**src/rtl/victim_cache_ctrl.sv**
```systemverilog
// victim_cache_ctrl
//   Fully-associative victim cache with true-LRU ages, a control FSM, swap on
//   hit, and dirty write-back to physical memory before a victim slot is reused.
//   On an L1 miss it looks up the missing line, returns it from the victim cache
//   (hit) or from pmem (miss), and installs L1's evicted line in the same
//   transaction.
//
// Ports
//   clk, reset_n          clock, asynchronous active-low reset
//   l1_req/l1_ready       request handshake; a request is taken on a rising edge
//                         where l1_req=1 and l1_ready=1 (l1_ready is high only in
//                         IDLE). L1 holds l1_req and its fields until taken.
//   l1_addr               address of the missing line
//   l1_evict_*            optional evicted line handed over with the request
//   resp_valid            one-cycle pulse; resp_hit/resp_data/resp_dirty valid
//   pmem_read/pmem_write  memory strobes, held (with pmem_address/pmem_wdata)
//                         until the one-cycle pmem_resp completion
//   pmem_rdata            fill data, valid with pmem_resp
module victim_cache_ctrl #(
  parameter int ADDR_W   = 16,
  parameter int LINE_W   = 128,
  parameter int OFFSET_W = 4,
  parameter int ENTRIES  = 4
) (
  input  logic              clk,
  input  logic              reset_n,
  input  logic              l1_req,
  output logic              l1_ready,
  input  logic [ADDR_W-1:0] l1_addr,
  input  logic              l1_evict_valid,
  input  logic [ADDR_W-1:0] l1_evict_addr,
  input  logic [LINE_W-1:0] l1_evict_data,
  input  logic              l1_evict_dirty,
  output logic              resp_valid,
  output logic              resp_hit,
  output logic [LINE_W-1:0] resp_data,
  output logic              resp_dirty,
  output logic              pmem_read,
  output logic              pmem_write,
  output logic [ADDR_W-1:0] pmem_address,
  output logic [LINE_W-1:0] pmem_wdata,
  input  logic [LINE_W-1:0] pmem_rdata,
  input  logic              pmem_resp
);

  localparam int TAG_W = ADDR_W - OFFSET_W;
  localparam int IDX_W = $clog2(ENTRIES);

  typedef enum logic [2:0] {
    S_IDLE, S_LOOKUP, S_WRITEBACK, S_FETCH, S_RESPOND
  } state_t;

  state_t state, state_next;

  // Entry storage
  logic [ENTRIES-1:0] valid_q, dirty_q;
  logic [TAG_W-1:0]   tag_q  [ENTRIES];
  logic [LINE_W-1:0]  data_q [ENTRIES];
  logic [IDX_W-1:0]   age_q  [ENTRIES];

  // Registered request
  logic [TAG_W-1:0]  req_tag_q, ev_tag_q;
  logic              ev_valid_q, ev_dirty_q;
  logic [LINE_W-1:0] ev_data_q;
  logic [IDX_W-1:0]  slot_q;   // slot used for write-back and install on a miss

  // Lookup results
  logic             hit_found, dup_found, inv_found;
  logic [IDX_W-1:0] hit_idx, dup_idx, inv_idx, lru_idx, victim_idx;

  // FSM control strobes
  logic             cap_req, hit_take, miss_take, fill_take, clr_dirty_en;
  logic             wr_en, clr_en, touch_en;
  logic [IDX_W-1:0] wr_idx, clr_idx, touch_idx;

  // Offset bits of the addresses are not needed: everything is line-granular.
  logic unused_offsets;
  assign unused_offsets = ^{l1_addr[OFFSET_W-1:0], l1_evict_addr[OFFSET_W-1:0]};

  // Tag compare and victim selection. Descending scan so the lowest index wins
  // for the invalid search; hit/dup are unique because the cache never holds
  // two copies of a tag.
  always_comb begin
    hit_found = 1'b0;
    hit_idx   = '0;
    dup_found = 1'b0;
    dup_idx   = '0;
    inv_found = 1'b0;
    inv_idx   = '0;
    lru_idx   = '0;
    for (int i = ENTRIES - 1; i >= 0; i--) begin
      if (valid_q[i] && tag_q[i] == req_tag_q) begin
        hit_found = 1'b1;
        hit_idx   = IDX_W'(i);
      end
      if (valid_q[i] && tag_q[i] == ev_tag_q) begin
        dup_found = 1'b1;
        dup_idx   = IDX_W'(i);
      end
      if (!valid_q[i]) begin
        inv_found = 1'b1;
        inv_idx   = IDX_W'(i);
      end
      // Ages are a permutation, so exactly one entry holds the maximum.
      if (age_q[i] == IDX_W'(ENTRIES - 1)) begin
        lru_idx = IDX_W'(i);
      end
    end
    victim_idx = inv_found ? inv_idx : lru_idx;
  end

  // State register
  always_ff @(posedge clk or negedge reset_n) begin
    if (!reset_n) begin
      state <= S_IDLE;
    end else begin
      state <= state_next;
    end
  end

  // Next state and datapath control
  always_comb begin
    state_next   = state;
    cap_req      = 1'b0;
    hit_take     = 1'b0;
    miss_take    = 1'b0;
    fill_take    = 1'b0;
    clr_dirty_en = 1'b0;
    wr_en        = 1'b0;
    wr_idx       = '0;
    clr_en       = 1'b0;
    clr_idx      = '0;
    touch_en     = 1'b0;
    touch_idx    = '0;
    case (state)
      S_IDLE: begin
        if (l1_req) begin
          cap_req    = 1'b1;
          state_next = S_LOOKUP;
        end
      end
      S_LOOKUP: begin
        if (hit_found) begin
          hit_take   = 1'b1;
          state_next = S_RESPOND;
          if (ev_valid_q) begin
            // Swap into the hit slot, unless the evicted tag already lives in
            // another slot: refresh that one and drop the hit line instead.
            wr_en     = 1'b1;
            wr_idx    = dup_found ? dup_idx : hit_idx;
            touch_en  = 1'b1;
            touch_idx = wr_idx;
            if (dup_found && dup_idx != hit_idx) begin
              clr_en  = 1'b1;
              clr_idx = hit_idx;
            end
          end else begin
            clr_en  = 1'b1;
            clr_idx = hit_idx;
          end
        end else begin
          miss_take = 1'b1;
          // A duplicate evict target is overwritten in place, so the victim
          // slot is not reused and needs no write-back.
          if (valid_q[victim_idx] && dirty_q[victim_idx] && !(ev_valid_q && dup_found)) begin
            state_next = S_WRITEBACK;
          end else begin
            state_next = S_FETCH;
          end
        end
      end
      S_WRITEBACK: begin
        if (pmem_resp) begin
          clr_dirty_en = 1'b1;
          state_next   = S_FETCH;
        end
      end
      S_FETCH: begin
        if (pmem_resp) begin
          fill_take  = 1'b1;
          state_next = S_RESPOND;
          if (ev_valid_q) begin
            wr_en     = 1'b1;
            wr_idx    = slot_q;
            touch_en  = 1'b1;
            touch_idx = slot_q;
          end
        end
      end
      S_RESPOND: state_next = S_IDLE;
      default:   state_next = S_IDLE;
    endcase
  end

  // Outputs decoded from state, so an asynchronous reset drops them at once.
  always_comb begin
    l1_ready     = (state == S_IDLE);
    resp_valid   = (state == S_RESPOND);
    pmem_write   = (state == S_WRITEBACK);
    pmem_read    = (state == S_FETCH);
    pmem_address = '0;
    pmem_wdata   = '0;
    if (state == S_WRITEBACK) begin
      pmem_address = {tag_q[slot_q], {OFFSET_W{1'b0}}};
      pmem_wdata   = data_q[slot_q];
    end else if (state == S_FETCH) begin
      pmem_address = {req_tag_q, {OFFSET_W{1'b0}}};
    end
  end

  // Datapath registers
  always_ff @(posedge clk or negedge reset_n) begin
    if (!reset_n) begin
      valid_q    <= '0;
      dirty_q    <= '0;
      for (int i = 0; i < ENTRIES; i++) begin
        tag_q[i]  <= '0;
        data_q[i] <= '0;
        age_q[i]  <= IDX_W'(i);
      end
      req_tag_q  <= '0;
      ev_tag_q   <= '0;
      ev_valid_q <= 1'b0;
      ev_dirty_q <= 1'b0;
      ev_data_q  <= '0;
      slot_q     <= '0;
      resp_hit   <= 1'b0;
      resp_data  <= '0;
      resp_dirty <= 1'b0;
    end else begin
      if (cap_req) begin
        req_tag_q  <= l1_addr[ADDR_W-1:OFFSET_W];
        ev_tag_q   <= l1_evict_addr[ADDR_W-1:OFFSET_W];
        ev_valid_q <= l1_evict_valid;
        ev_dirty_q <= l1_evict_dirty;
        ev_data_q  <= l1_evict_data;
      end
      if (hit_take) begin
        resp_hit   <= 1'b1;
        resp_data  <= data_q[hit_idx];
        resp_dirty <= dirty_q[hit_idx];
      end
      if (miss_take) begin
        resp_hit <= 1'b0;
        slot_q   <= (ev_valid_q && dup_found) ? dup_idx : victim_idx;
      end
      if (fill_take) begin
        resp_data  <= pmem_rdata;
        resp_dirty <= 1'b0;
      end
      if (clr_dirty_en) begin
        dirty_q[slot_q] <= 1'b0;
      end
      if (clr_en) begin
        valid_q[clr_idx] <= 1'b0;
      end
      if (wr_en) begin
        valid_q[wr_idx] <= 1'b1;
        dirty_q[wr_idx] <= ev_dirty_q;
        tag_q[wr_idx]   <= ev_tag_q;
        data_q[wr_idx]  <= ev_data_q;
      end
      // True LRU: ages younger than the touched entry grow by one, the
      // touched entry becomes 0; the set of ages stays a permutation.
      if (touch_en) begin
        for (int i = 0; i < ENTRIES; i++) begin
          if (IDX_W'(i) == touch_idx) begin
            age_q[i] <= '0;
          end else if (age_q[i] < age_q[touch_idx]) begin
            age_q[i] <= age_q[i] + 1'b1;
          end
        end
      end
    end
  end

endmodule
```
**config.mk**
```make
export PLATFORM = sky130hd
export DESIGN_NAME = victim_cache_ctrl
export DESIGN_NICKNAME = d
export VERILOG_FILES = /design/src/rtl/victim_cache_ctrl.sv
export SDC_FILE = /design/constraint.sdc
export NUM_CORES = 2
export LEC_CHECK = 0
export CORE_MARGIN = 2
export CORE_UTILIZATION = 55
export CTS_CLUSTER_DIAMETER = 120
export CTS_CLUSTER_SIZE = 25
export DETAILED_ROUTE_END_ITERATION = 8
export HOLD_SLACK_MARGIN = 0.06
export PLACE_DENSITY = 0.8
export SYNTH_ARGS = -nofsm -noshare
export SYNTH_HDL_FRONTEND = slang
export SYNTH_SLANG_ARGS = --single-unit
```
**constraint.sdc**
```tcl
create_clock -name clk -period 4.34 [get_ports clk]
set_clock_uncertainty 0.1 [all_clocks]
set_input_delay 1.085 -clock clk [delete_from_list [all_inputs] [get_ports clk]]
set_output_delay 1.085 -clock clk [all_outputs]
set_load 0.01 [all_outputs]
```
* Word level (Yosys, flattened, before mapping)
Index checks and enable logic that the tools add are counted.
Widths: inputs -> output; s select.
** Storage, ports and cells
- Flip-flop bits (word level) :: 865
- Bits of input ports :: 294
- Logic and storage cells :: 220
** Cells by class
- Add/sub/neg operators :: 4
- Magnitude comparators :: 16
- Equal/unequal tests :: 23
- Muxes and demuxes :: 115
- Bitwise operators :: 8
- Reductions and logical operators :: 30
** Operator list (count)
- $mux 128 :: 8
- $bmux 128 s2 :: 2
- $bwmux 512 :: 1
- $demux 128 s2 :: 1
- $eq 12x12->1 :: 8
- $mux 2 :: 37
- $bwmux 48 :: 1
- $mux 1 :: 39
- $mux 12 :: 3
- $mux 16 :: 2
- $bmux 12 s2 :: 1
- $demux 12 s2 :: 1
- $logic_and 1x1->1 :: 16
- $mux 4 :: 4
- $lt 2x3->1 const B :: 5
- $mux 3 :: 4
- $pmux 3 s4 :: 1
- $reduce_bool 2->1 :: 6
- $ge 3x3->1 const B :: 3
- $not 2->3 :: 3
- $add 2x1->2 const B :: 4
- $and 4x4->4 :: 2
- $eq 2x2->1 const B :: 4
- $lt 2x2->1 :: 4
- other kinds (23) :: 36

* Depth between registers and ports, before layout
- Depth after elaboration :: 21
- Gate-level depth with buffers :: 14
- Gate-level depth less buffers :: 11

* Worst setup path before layout
OpenSTA, ideal clock, no wires.
- Path kind :: register -> output
- Start :: register slot_q[0]
- End :: output pmem_wdata[100]
- Arrival time :: 2.275 ns
- Data required time :: 3.155 ns
- Path slack :: 0.880 ns
- Stages on the path, launching flop included :: 6
- Buffers on the path :: 3
- Cell sequence :: dfrtp_1 clkbuf_1 buf_1 buf_1 mux4_2 and2_1
** On the way
- Cells in the longest elaborated chain, start to end :: 5
** Ends and longest elaborated chain
- from (decl) :: RTL line 65 : logic [IDX_W-1:0] slot_q;
- from (signal assigned) :: RTL line 245 : slot_q <= (ev_valid_q && dup_found) ? dup_idx : victim_idx;
- $not 2->3 (not written as such) :: RTL line 205 : pmem_wdata = data_q[slot_q];
- $bmux 128 s2 :: RTL line 205
- $mux 128 (not written as such) (2 in series) :: RTL line 205
- $mux 128 :: RTL line 203 : if (state == S_WRITEBACK) begin
- to (decl) :: RTL line 41 : output logic [LINE_W-1:0] pmem_wdata,
No other way between the ends. The select of a mux whose other input is x is not followed.

* Worst setup path after layout
- Start :: register slot_q[1]
- End :: output pmem_wdata[75]
The elaborated chain is that of the path after synthesis.

==> run summary <==
The critical hold path startpoint was resp_data[45]$_DFFE_PN0P_. In the synthesized netlist, the number of instances is 2963. The total area inside the core boundary comes to 75700 um^2.

The largest fanout of any net on the critical path was 28; the part of the Yosys area used for sequential elements was 0.516. After detailed routing, the total wire length is 115 mm. The count of buffers from port buffering was 559.

The root buffer cell is sky130_fd_sc_hd__clkbuf_16. The tools report the max-slew headroom at the worst pin as 0.337. After the first detailed-routing iteration, the DRC count stood at 2014. The number of synthesized register bits came out at 865. The total number of nets in the final design was 3725. The pin slew with the least headroom to its limit is 0.982 ns. The tools report the worst reg2reg path endpoint as age_q[3]$_DFFE_PN1P_. The mapped netlist covers 42000 um^2. Number of library cell types mapped by synthesis: 63. Entering global routing, the biggest net connects 105 pins. The tightest min-delay check is of the reg2reg type. After detailed routing, the met3 layer carries 6.42 mm of wire. The proportion of synthesized area in mux cells is 0.335. The area used by multi-input combinational logic was 19300 um^2; the vertical die dimension was 280 um. The run gives 0 as the count of pins over their slew limit. The routed length on met2 was 58.1 mm.

The floorplan step defined a die boundary enclosing 78600 um^2. For this block, wires on met1 add up to 46.0 mm. The summed negative setup slack over all endpoints is 0 ns, and the minimum period implied by the final worst setup slack is 4.24 ns.

Hold timing on the final database bottoms out at a slack of 0.408 ns. The simple-gate share of the synthesized area was 0.0618; the number of global-route vias before repair was 30.2k. The worst IR drop on VDD is 0.490 mV. The tools report the fill cell instance count of the final layout as 5237.

Clock tree synthesis inserted a total of 40 buffers. Top-level I/O count: 572. The number of antenna violations at the first check in global routing was 6.

Summed over all cells, the static leakage comes to 21.3 nW. From left edge to right edge, the die measures 280 um. The fraction of registers with async set or reset after synthesis came out at 1.00. After detailed routing, the average wire length per cell comes to 26.0 um. For the worst setup path, the data required time is 3.15 ns.

The share of the synthesized area in compound gates (AO/OA/AOI/OAI) works out to 0.0397. The critical path is of the reg2out type. The worst hold path passes through 2 cells. The maximum clock frequency came out at 236 MHz. The clock net in this run drives a total of 865 sinks. The mean instance size in the synthesized netlist works out to 14.2 um^2. STA puts the critical path data arrival time at 3.06 ns. The share of the synthesized netlist area taken by xor and xnor gates is 0.0196.

The worst setup path is launched from a flip-flop. The run gives 0 as the number of warnings reported in the yosys synthesis log. Setup repair after global routing left no endpoint under its margin. For the combined global-route utilization of all metal layers, the log shows 0.296. In this run the critical register-to-register path is launched from tag_q[7]$_DFFE_PN0P_. The register area was 21700 um^2.

The fraction of layout cells with a size suffix above 1 was 0.332; the detail-routed via count per cell was 6.23. The most used flip-flop cell after synthesis is sky130_fd_sc_hd__dfrtp_1. The final setup violation count is 0.

After routing the design area is 50200 um^2. The tools report the number of levels the H-tree was split into as 2. The final hold violation count was 0. Number of enable-type register cells in the synthesized netlist: 0. The total overflow reported by the global router was 0; the number of buffers inserted to repair setup after CTS was 0. The first detailed-routing pass took 6 iterations.

The worst-case clock buffer depth came out at 3. The worst hold path terminates at resp_data[45]$_DFFE_PN0P_. The total via count in the routed design is 27.5k, and the global-route wire length before repair is 178 mm. The count of cells along the worst register-to-register path is 11. The top layer reached by signal wires is met5. The hold-fix buffer count after cts is 0. The kind of end point of the critical path was a primary output.

The fraction of the mapped netlist area in adder cells is 0.00119. TritonCTS built the clock tree. The estimated wirelength of the detail-placed design came out at 77.9 mm. Once placement finished, the instance area stood at 49100 um^2. The slack of the worst reg-to-reg path was 0.35 ns. By area, the combinational part of the netlist is dominated by multiplexers.

Clock latency on the worst-skew pair, taken at its later pin, is 0.63 ns. The routability-driven placement congestion ratio is 0.901, and the clock slew seen by the registers of the worst setup and hold paths is 0.10 ns. The number of placement rows is 101. The flow ran to the end, and the final reports show no timing, DRC or antenna violations. The number of max-capacitance violations reported was 0. Compared with the post-synthesis result, the final layout area differs by 19.6%. The number of gates resized after CTS was 0. In this run the remaining antenna-violating nets after routing total 0. For the starting density of the core, the log shows 0.555. The share of the cycle needed by the critical path after routing is 0.978. The power density of the placed cells came out at 606 nW/um^2. After detailed routing, the number of remaining DRC violations is 0.
-- worst max-delay path, cell delays in order (launching register included) --
cell                              delay [ns]
sky130_fd_sc_hd__dfrtp_4                0.77
sky130_fd_sc_hd__buf_4                  0.52
sky130_fd_sc_hd__mux4_2                 0.40
sky130_fd_sc_hd__and2_1                 0.22
sky130_fd_sc_hd__clkdlybuf4s50_1        0.51
-- power by group --
part           switching [mW]  internal, mW  total [mW]
Combinational            5.37          7.63        13.0
Clock                    2.55          1.75        4.30
Sequential               2.51          10.6        13.1
-- layout make-up --
cell class	instances	share of cell area
Inverter	20	0.00149
Timing Repair Buffer	651	0.137
Clock inverter	4	0.00107
Clock buffer	53	0.0211
Tap cell	978	0.0244
Antenna cell	2	0.0000997
Multi-Input combinational cell	1849	0.384
Sequential cell	865	0.431
-- cells in the final DEF, fill, tap and decap left out, drive strengths merged, types with 3 or more instances in the layout --
| cell type | instances |
|---|---|
| ha | 4 |
| or4 | 4 |
| nand3 | 21 |
| dfrtp | 861 |
| nand4 | 22 |
| xor2 | 4 |
| or2 | 3 |
| mux2 | 710 |
| and3 | 4 |
| o21ai | 31 |
| buf | 93 |
| clkdlybuf4s50 | 558 |
| nand2 | 303 |
| clkbuf | 53 |
| a22o | 12 |
| dfstp | 4 |
| and2 | 134 |
| nor2 | 16 |
| xnor2 | 90 |
| nor3 | 6 |
| mux4 | 268 |
| a22oi | 129 |
| a21oi | 8 |
| conb | 4 |
| nor2b | 3 |
| a31oi | 8 |
| inv | 23 |
| o211ai | 4 |
| a41oi | 6 |
| nand2b | 7 |
| nor4 | 12 |
-- routing by layer --
| layer | global-route usage | vias up |
|---|---|---|
| li1 | - | 11800 |
| met1 | 0.384 | 14600 |
| met2 | 0.506 | 913 |
| met3 | 0.0480 | 201 |
| met4 | 0.107 | 8 |
| met5 | 0 | - |
-- cell usage after synthesis (3+ instances only) --
master,n,share of area
sky130_fd_sc_hd__and2_1,134,0.020
sky130_fd_sc_hd__nor2_1,16,0.0014
sky130_fd_sc_hd__a21oi_1,8,0.00095
sky130_fd_sc_hd__clkbuf_1,108,0.0097
sky130_fd_sc_hd__nor2b_1,3,0.00045
sky130_fd_sc_hd__buf_2,71,0.0085
sky130_fd_sc_hd__a31oi_1,8,0.0012
sky130_fd_sc_hd__o21ai_0,29,0.0035
sky130_fd_sc_hd__nand3_1,21,0.0025
sky130_fd_sc_hd__or4_1,4,0.00072
sky130_fd_sc_hd__or2_2,3,0.00045
sky130_fd_sc_hd__buf_1,31,0.0028
sky130_fd_sc_hd__a22o_1,12,0.0025
sky130_fd_sc_hd__nand4_1,22,0.0033
sky130_fd_sc_hd__a41oi_1,6,0.0013
sky130_fd_sc_hd__dfstp_2,4,0.0025
sky130_fd_sc_hd__xnor2_1,90,0.019
sky130_fd_sc_hd__mux2_2,710,0.19
sky130_fd_sc_hd__xor2_1,4,0.00083
sky130_fd_sc_hd__nor4_1,11,0.0016
sky130_fd_sc_hd__nor3_1,6,0.00072
sky130_fd_sc_hd__buf_6,7,0.0019
sky130_fd_sc_hd__dfrtp_1,861,0.51
sky130_fd_sc_hd__nand2_1,302,0.027
sky130_fd_sc_hd__ha_1,4,0.0012
sky130_fd_sc_hd__mux4_2,268,0.14
sky130_fd_sc_hd__and3_1,4,0.00060
sky130_fd_sc_hd__a22oi_1,128,0.023
sky130_fd_sc_hd__buf_4,15,0.0027
sky130_fd_sc_hd__nand2b_1,7,0.0010
sky130_fd_sc_hd__inv_1,20,0.0018
-- through the flow --
stage               power, mW  utilization  cells  setup slack, ns
floorplan                20.7            -   2966            0.880
global placement         25.7        0.649   4363            0.416
detailed placement       26.3        0.649   4363            0.414
CTS                      30.6        0.663   4420           0.0645
global route             32.1        0.663   4422          0.00540
finish                   30.4        0.663   4422           0.0959
-- sequential cells by signal, indices dropped and copies added, names as in the netlist --
name,count
age_q,8
data_q,512
dirty_q,4
ev_data_q,128
ev_dirty_q,1
ev_tag_q,12
ev_valid_q,1
req_tag_q,12
resp_data,128
resp_dirty,1
resp_hit,1
slot_q,2
state,3
tag_q,48
valid_q,4
-- how the worst max path moves through the flow --
stage / from / end / slack [ns] / depth (start not counted)
after floorplan: slot_q[0]$_DFFE_PN0P_ / pmem_wdata[100] / 0.88 / 5
after global placement: tag_q[7]$_DFFE_PN0P_ / age_q[3]$_DFFE_PN1P_ / 0.42 / 11
after detailed placement: pmem_resp / age_q[3]$_DFFE_PN1P_ / 0.41 / 10
after CTS: slot_q[1]$_DFFE_PN0P_ / pmem_wdata[75] / 0.06 / 4
after global routing: slot_q[1]$_DFFE_PN0P_ / pmem_wdata[75] / 0.005 / 4
final: slot_q[1]$_DFFE_PN0P_ / pmem_wdata[75] / 0.1 / 4
-- cells by family (layout without fill, tap and decap cells) --
kind of cell / after synthesis / count (layout)
adder cells (fa/ha/maj): 4 / 4
AO/OA/AOI/OAI: 224 / 224
flip-flops: 865 / 865
XOR/XNOR: 94 / 94
buffers and inverters: 252 / 728
multiplexers: 980 / 980
other: 1 / 6
AND/OR/NAND/NOR: 543 / 543
Power figures use the tool's default switching activity.
